## src/rtl/pipe_ctrl.sv

```systemverilog
// pipe_ctrl -- pipeline hazard / stall controller for a five-stage pipeline.
//
// Resolves IF fetch waits, load-use hazards, multi-cycle divides in EX,
// data-memory waits in MEM and exception/ERET flushes. It produces a hold
// (stall) and a clear-to-bubble (refresh) strobe for every segment register.
// All strobes are combinational from the current state, div_cnt and the
// current inputs, so a hazard is covered in the cycle it is first seen.
//
// Ports
//   clk                     clock, rising edge
//   resetn                  asynchronous active-low reset; forces outputs to 0
//   fetch_pend              IF instruction not yet returned this cycle
//   id_load_use             ID reads the destination of the load in EX
//   ex_div_start            DIV/DIVU in EX, not yet started
//   mem_data_req            MEM issues a data-memory access this cycle
//   mem_data_ok             data-memory access completes this cycle
//   exc_flush               exception / ERET committed in MEM this cycle
//   pc_stall                hold the PC
//   *_stall                 hold the named segment register
//   *_refresh               clear the named segment register to a bubble
//   ctrl_state              IDLE=0, MEM_WAIT=1, DIV_WAIT=2, FLUSH=3
//
// Data-memory handshake: mem_data_req marks a request presented in MEM;
// mem_data_ok marks its completion. A cycle with req=1 and ok=0 is a miss
// and stalls; ok=1 in the same cycle as req completes without stalling.
// Once in MEM_WAIT, the wait ends in the first cycle with mem_data_ok=1.
//
// DIV_CYCLES must lie in 2..63. div_cnt holds the remaining divide cycles;
// the cycle in which it reads 1 is the completing cycle and is not stalled,
// so a divide holds ID/EX for DIV_CYCLES-1 cycles, start cycle included.

module pipe_ctrl #(
    parameter int unsigned DIV_CYCLES = 32
) (
    input  logic       clk,
    input  logic       resetn,
    input  logic       fetch_pend,
    input  logic       id_load_use,
    input  logic       ex_div_start,
    input  logic       mem_data_req,
    input  logic       mem_data_ok,
    input  logic       exc_flush,
    output logic       pc_stall,
    output logic       if_id_stall,
    output logic       id_ex_stall,
    output logic       ex_mem_stall,
    output logic       mem_wb_stall,
    output logic       if_id_refresh,
    output logic       id_ex_refresh,
    output logic       ex_mem_refresh,
    output logic       mem_wb_refresh,
    output logic [1:0] ctrl_state
);

    typedef enum logic [1:0] {
        IDLE     = 2'd0,
        MEM_WAIT = 2'd1,
        DIV_WAIT = 2'd2,
        FLUSH    = 2'd3
    } state_t;

    localparam logic [5:0] DIV_LOAD = 6'(DIV_CYCLES - 1);

    state_t     state, state_nxt;
    logic [5:0] div_cnt, div_cnt_nxt;
    logic       flush_pend, flush_pend_nxt;

    // One-hot "what the pipeline is doing this cycle" flags; the strobes
    // below are decoded from these so stall monotonicity holds by design.
    logic do_flush, do_mem, do_div, do_ldu, do_fetch;
    logic mem_miss;

    assign mem_miss = mem_data_req & ~mem_data_ok;

    always_ff @(posedge clk or negedge resetn) begin
        if (!resetn) begin
            state      <= IDLE;
            div_cnt    <= 6'd0;
            flush_pend <= 1'b0;
        end else begin
            state      <= state_nxt;
            div_cnt    <= div_cnt_nxt;
            flush_pend <= flush_pend_nxt;
        end
    end

    always_comb begin
        state_nxt      = state;
        div_cnt_nxt    = div_cnt;
        flush_pend_nxt = flush_pend;
        do_flush       = 1'b0;
        do_mem         = 1'b0;
        do_div         = 1'b0;
        do_ldu         = 1'b0;
        do_fetch       = 1'b0;

        case (state)
            IDLE: begin
                if (exc_flush) begin
                    // Flush is applied in place; no extra FLUSH cycle.
                    do_flush = 1'b1;
                end else if (mem_miss) begin
                    do_mem    = 1'b1;
                    state_nxt = MEM_WAIT;
                end else if (ex_div_start) begin
                    do_div      = 1'b1;
                    state_nxt   = DIV_WAIT;
                    div_cnt_nxt = DIV_LOAD;
                end else if (id_load_use) begin
                    do_ldu = 1'b1;
                end else if (fetch_pend) begin
                    do_fetch = 1'b1;
                end
            end

            MEM_WAIT: begin
                if (!mem_data_ok) begin
                    do_mem = 1'b1;
                    // The access in MEM cannot be dropped mid-flight, so the
                    // flush is remembered and replayed once it completes.
                    if (exc_flush) begin
                        flush_pend_nxt = 1'b1;
                    end
                end else begin
                    state_nxt      = (flush_pend || exc_flush) ? FLUSH : IDLE;
                    flush_pend_nxt = 1'b0;
                end
            end

            DIV_WAIT: begin
                if (exc_flush) begin
                    do_flush    = 1'b1;
                    div_cnt_nxt = 6'd0;
                    state_nxt   = IDLE;
                end else if (div_cnt > 6'd1) begin
                    do_div      = 1'b1;
                    div_cnt_nxt = div_cnt - 6'd1;
                end else begin
                    // Completing cycle: result is written, stalls released.
                    div_cnt_nxt = 6'd0;
                    state_nxt   = IDLE;
                end
            end

            FLUSH: begin
                do_flush  = 1'b1;
                state_nxt = IDLE;
            end

            default: begin
                state_nxt = IDLE;
            end
        endcase

        // Outputs are forced low while reset is asserted, independent of clk.
        if (!resetn) begin
            do_flush = 1'b0;
            do_mem   = 1'b0;
            do_div   = 1'b0;
            do_ldu   = 1'b0;
            do_fetch = 1'b0;
        end
    end

    assign pc_stall       = do_mem | do_div | do_ldu | do_fetch;
    assign if_id_stall    = do_mem | do_div | do_ldu;
    assign id_ex_stall    = do_mem | do_div;
    assign ex_mem_stall   = do_mem;
    // MEM/WB is never held: during a memory wait it is fed bubbles instead.
    assign mem_wb_stall   = 1'b0;

    assign if_id_refresh  = do_flush | do_fetch;
    assign id_ex_refresh  = do_flush | do_ldu;
    assign ex_mem_refresh = do_flush | do_div;
    assign mem_wb_refresh = do_flush | do_mem;

    assign ctrl_state     = state;

endmodule

```

## config.mk

```make
export PLATFORM = sky130hd
export DESIGN_NAME = pipe_ctrl
export DESIGN_NICKNAME = d
export VERILOG_FILES = /design/src/rtl/pipe_ctrl.sv
export SDC_FILE = /design/constraint.sdc
export NUM_CORES = 1
export LEC_CHECK = 0
export ABC_CLOCK_PERIOD_IN_PS = 1700
export CAP_MARGIN = 10
export CORE_MARGIN = 2
export CORE_UTILIZATION = 40
export DETAILED_ROUTE_END_ITERATION = 16
export GPL_TIMING_DRIVEN = 1
export PLACE_DENSITY = 0.67
export SLEW_MARGIN = 20
export SYNTH_ARGS = -nofsm -noshare
export SYNTH_HDL_FRONTEND = slang
export SYNTH_SLANG_ARGS = --single-unit
```

## constraint.sdc

```tcl
create_clock -name clk -period 1.7 [get_ports clk]
set_input_delay 0.425 -clock clk [delete_from_list [all_inputs] [get_ports clk]]
set_output_delay 0.425 -clock clk [all_outputs]
set_load 0.05 [all_outputs]
```

# ---- Yosys cells after proc, flatten, opt, wreduce, memory -nomap -nowiden
# Index checks and enable logic that the tools add are counted.
dict set report op_classes {
  add_sub_neg 1
  order_cmp 1
  eq_ne 9
  muxes 44
  bitwise 9
  n_reduce_logical 8
}
# operator count
set op_table {}
lappend op_table {{two-way mux 6 bit} 5}
lappend op_table {{two-way mux 1 bit} 27}
lappend op_table {{two-way mux 2 bit} 7}
lappend op_table {{case mux 6 bit (2 select lines)} 1}
lappend op_table {{inequality test 2 bit, second input constant} 4}
lappend op_table {{case mux 2 bit (4 select lines)} 1}
lappend op_table {{AND reduction 4 bit} 2}
lappend op_table {{bitwise OR 1 bit} 7}
lappend op_table {{greater-than comparator 6 x 1 -> 1 bit, second input constant} 1}
lappend op_table {{inequality test 3 bit, second input constant} 2}
lappend op_table {{case mux 1 bit (2 select lines)} 3}
lappend op_table {{subtractor 6 x 1 -> 6 bit, second input constant} 1}
lappend op_table {{== test 2 bit, second input constant} 2}
lappend op_table {{nonzero test 2 bit} 2}
lappend op_table {{== test 2 x 1 -> 1 bit, second input constant} 1}
lappend op_table {{zero test 2 bit} 1}
lappend op_table {{AND reduction 2 bit} 1}
lappend op_table {{OR reduction 2 bit} 1}
lappend op_table {{AND 1 bit} 1}
lappend op_table {{logical OR 1 bit} 1}
lappend op_table {{NOT 1 bit} 1}
dict set report totals {
  reg_bits 9
  input_bits 8
  output_inout_bits 11
  wordCells 75
}

# ---- Longest topological paths before layout
dict set report logic_depth {
  ltp_word 9
  ltp_mapped 6
  ltp_nobuf 6
}

# ---- Worst setup path before layout
# OpenSTA, ideal clock, no wires.
dict set report synth_timing {
  path_kind {register to output}
  start {reg state[1], in the netlist ctrl_state[1]}
  end {out pc_stall}
  arrival_time_ns 1.888
  path_slack_ns -0.613
  stages_incl_launch_ff 6
  n_path_buf 1
  cell_sequence {dfrtp_1 -> buf_4 -> nor2b_1 -> o311a_1 -> o21ai_2 -> nand3_1}
}
dict set report synth_between {
  elab_chain_len 6
  word_cells_on_any_way 14
  cone_classes {eq/ne (2); mux (8); bitwise (3); reduce/logical (1)}
}
# item line_no
set synth_rtl {}
lappend synth_rtl {{start, declared} 64} ;# state_t state, state_nxt;
lappend synth_rtl {{start signal, assigned} 81} ;# state <= state_nxt;
lappend synth_rtl {{== test 2 x 1 -> 1 bit (tied with other cells)} 97} ;# case (state)
lappend synth_rtl {{case mux 1 bit (2 select lines)} 97}
lappend synth_rtl {{two-way mux 1 bit} 156} ;# if (!resetn) begin
lappend synth_rtl {{bitwise OR 1 bit (2 in a row)} 165} ;# assign pc_stall = do_mem | do_div | do_ldu | do_fetch;
lappend synth_rtl {{bitwise OR 1 bit (*)} 165}
lappend synth_rtl {{end, declared} 43} ;# output logic pc_stall,
# Mark *: on every way between the ends. The rest lies on a longest branch, timed or not.

# ---- Worst setup path in the final report
dict set report layout_timing {
  start {reg div_cnt[4]}
  end {out pc_stall}
}
dict set report layout_between {
  elab_chain_len 8
}
# item line_no
set layout_rtl {}
lappend layout_rtl {{start, declared} 65} ;# logic [5:0] div_cnt, div_cnt_nxt;
lappend layout_rtl {{start signal, assigned} 82} ;# div_cnt <= div_cnt_nxt;
lappend layout_rtl {{greater-than comparator 6 x 1 -> 1 bit} 135} ;# end else if (div_cnt > 6'd1) begin
lappend layout_rtl {{two-way mux 1 bit} 135}
lappend layout_rtl {{two-way mux 1 bit} 131} ;# if (exc_flush) begin
lappend layout_rtl {{case mux 1 bit (2 select lines)} 97}
lappend layout_rtl {{two-way mux 1 bit} 156}
lappend layout_rtl {{bitwise OR 1 bit (3 in a row)} 165}
# Every way passes these cells.

==> run metrics <==
top cell type's share of synthesized area 31.5%; Top FF cell, synth sky130_fd_sc_hd__dfrtp_1; count of buffers inserted at the top-level ports 17; routed length per instance 15.1 microns; Tightest Hold Check Type primary input to async pin; starting density of the core 41.9%; routed via count 848; proportion of register bits with asynchronous set or reset after synthesis 100%; xor and xnor fraction of the mapped netlist area 0%; kind of end point of the critical path primary output; net count after synthesis 97; synthesis-to-layout area growth 97.4%; multiplexer share of the synthesized area 2.97%; crit path kind flop to primary output; area of the placeable core 0.00171 sq mm; cell types occupying the most area after synthesis sky130_fd_sc_hd__dfrtp_1 31%, sky130_fd_sc_hd__a21oi_1 5.6%, sky130_fd_sc_hd__nand2_1 4.7%; number of synthesized register bits 9; Tcrit/Tclk final 137%; overall routed net length 2380 microns; total I/O pin count 19; wire length of the first global-routing pass 4040 microns; worst skew pair latency 280 ps; arithmetic-cell share of the synthesized area counting full adders, half adders and majority gates 3.50%; VDD IR-drop max 1.16 mV; antenna violations before repair 0; worst setup skew after layout 4.79 ps; areal power density over the cells 1700 mW/mm^2; sequential share of the synthesized area 31.5%; synthesized-area fraction occupied by and/or/nand/nor cells 29.9%; Critical Path Start Type flop; Core Util, Final 82.7%; average via count per standard cell 5.37; Bufs on Longest Clock Path 2; leakage dissipation 0.000635 uW; total number of placement rows 15; share of layout cells above drive strength 1 56.4%; clock period minus final worst setup slack 2320 ps; Critical Path AT 1900 ps; number of maximum-capacitance constraint violations 0; Detailed Place HPWL 1680 microns; minimum setup slack in the final design -622 ps; chip width 46.3 microns; largest net degree at the start of global routing 13; combinational family with the most area after synthesis simple AND/OR/NAND/NOR gates; first-pass iteration count of the detailed router 4; aggregate global routing overflow 0; drt initial violations 11; vertical die dimension 46.3 microns; CTS Root Buffer Type sky130_fd_sc_hd__clkbuf_4; number of max-slew violations in the final report 0; GP Congestion 0.839; Diodes inserted 0; total design power 2400 uW; critical-path maximum fanout 3; top library cells by usage in the layout, fill and taps aside 27 x sky130_fd_sc_hd__buf_4, 10 x sky130_fd_sc_hd__buf_12, 7 x sky130_fd_sc_hd__a21oi_1, 7 x sky130_fd_sc_hd__dfrtp_1; violated checks setup timing; run status finished with violations; GRT Resource Usage Total 27.1%; required time of the worst setup path 1270 ps; Filler cells 100; clock-pin slew on the worst setup and hold paths 80 ps; Highest Clock Rate 431 MHz; count of H-tree levels built during CTS 1; total of warnings raised by yosys 0; number of buffers inserted during clock tree synthesis 3; Gate Count Post-Synth 87; unrepaired setup endpoints after global routing true; Hold Violations, Final 0; number of flops mapped to enable cells by yosys 0; most common cell after layout, fill and taps aside sky130_fd_sc_hd__buf_4; fraction of the mapped netlist area in compound gates 24.1%; number of DRC violations after detailed routing 0; hold buffer count at CTS 0; Final Setup Violations 8; final hold slack 312 ps; largest area contributor in the synthesized netlist sky130_fd_sc_hd__dfrtp_1; post-route insts no fill 158; number of nets in the final layout 144; vias in the first global route 864; pre-CTS worst setup slack -631 ps; TritonCTS clock tree built; Cell variety after synth 37; number of antenna-violating nets in the routed design 0; Cells after DPL 149; sink count of the clock tree 9; mean area per synthesized cell 8.23 sq um; post-synth design cell area 716 sq um; Die Outline Area 0.00214 sq mm
-- layer usage --
| metal | share of wire [%] | vias up | track usage, % | wire, microns |
|---|---|---|---|---|
| met1 | 40 | 400 | 33.6 | 955 |
| met2 | 53 | 32 | 44.2 | 1260 |
| met4 | 3.3 | 0 | 14.3 | 78 |
| li1 | - | 406 | - | - |
| met5 | 0 | - | 0 | 0 |
| met3 | 3.9 | 10 | 4.71 | 93 |
-- worst max-delay path, cell delays in order, from the launching register on --
cell	delay, ps
sky130_fd_sc_hd__dfrtp_1	380
sky130_fd_sc_hd__or3_4	410
sky130_fd_sc_hd__o311a_4	330
sky130_fd_sc_hd__o21ai_4	240
sky130_fd_sc_hd__nand3_4	110
sky130_fd_sc_hd__buf_12	160
-- metrics by stage --
step                      TNS (ps)  instance area [sq um]
after floorplan              -1800                    846
after global placement       -5950                   1290
after detailed placement     -6270                   1290
after CTS                    -3790                   1390
after global routing         -4130                   1410
final                        -3740                   1410
-- final timing paths --
path,startpoint,end,slack [ps],cells past startpoint
worst min-delay path,resetn,ctrl_state[1]$_DFFE_PN0P_,310,2
worst max-delay path,div_cnt[4]$_DFFE_PN0P_,pc_stall,-620,5
max in group asynchronous,resetn,ctrl_state[0]$_DFFE_PN0P_,1210,2
min in group clk,div_cnt[4]$_DFFE_PN0P_,div_cnt[4]$_DFFE_PN0P_,520,2
worst min register to register,div_cnt[4]$_DFFE_PN0P_,div_cnt[4]$_DFFE_PN0P_,520,2
worst max register to register,ctrl_state[0]$_DFFE_PN0P_,div_cnt[4]$_DFFE_PN0P_,70,7
-- synth_stat cells (2+ instances only) --
cell and number:
sky130_fd_sc_hd__dfrtp_1 9, sky130_fd_sc_hd__nand2_1 9, sky130_fd_sc_hd__a21oi_1 8, sky130_fd_sc_hd__inv_1 6
sky130_fd_sc_hd__nor2_1 6, sky130_fd_sc_hd__o21ai_0 6, sky130_fd_sc_hd__nor3_1 4, sky130_fd_sc_hd__nor2b_1 3
sky130_fd_sc_hd__buf_4 2, sky130_fd_sc_hd__ha_1 2, sky130_fd_sc_hd__nand2b_1 2, sky130_fd_sc_hd__nand3_1 2
sky130_fd_sc_hd__o21a_1 2, sky130_fd_sc_hd__o22ai_1 2, sky130_fd_sc_hd__or3_1 2
-- kinds of logic after synthesis --
logic type / count (synthesis)
DFF: 9
AOI/OAI and AO/OA: 27
adders and majority gates: 2
buffers and inverters: 10
other: 1
muxes: 2
and+or+nand+nor: 36
-- state kept, by name, summed over array words and instances, names as in the netlist --
| signal | flops |
|---|---|
| div_cnt | 6 |
| flush_pend | 1 |
| ctrl_state | 2 |
-- final cells by class --
cell class	instances	area (sq um)	area share [%]
Multi-Input combinational cell	68	606	42.9
Timing Repair Buffer	46	494	35.0
Sequential cell	9	228	16.1
Tap cell	25	31.3	2.21
Inverter	6	26.3	1.86
Clock buffer	3	22.5	1.59
Clock inverter	1	5.00	0.354
-- where the power goes --
part	switching (uW)	internal, uW	total [uW]
logic	925	918	1840
clock network	97.7	87.3	185
registers	61.3	315	376
total	1080	1320	2400
-- repair_timing --
action | 4_1_cts | 5_1_grt
resized for setup | 15 | 7
hold endpoints to repair | 0 | 0
endpoints found under the setup margin | 10 | 12
pin swaps | 12 | 9
buffers inserted | 5 | 2
gates cloned | 0 | 0
No activity file was read; power rests on OpenSTA's default activity.
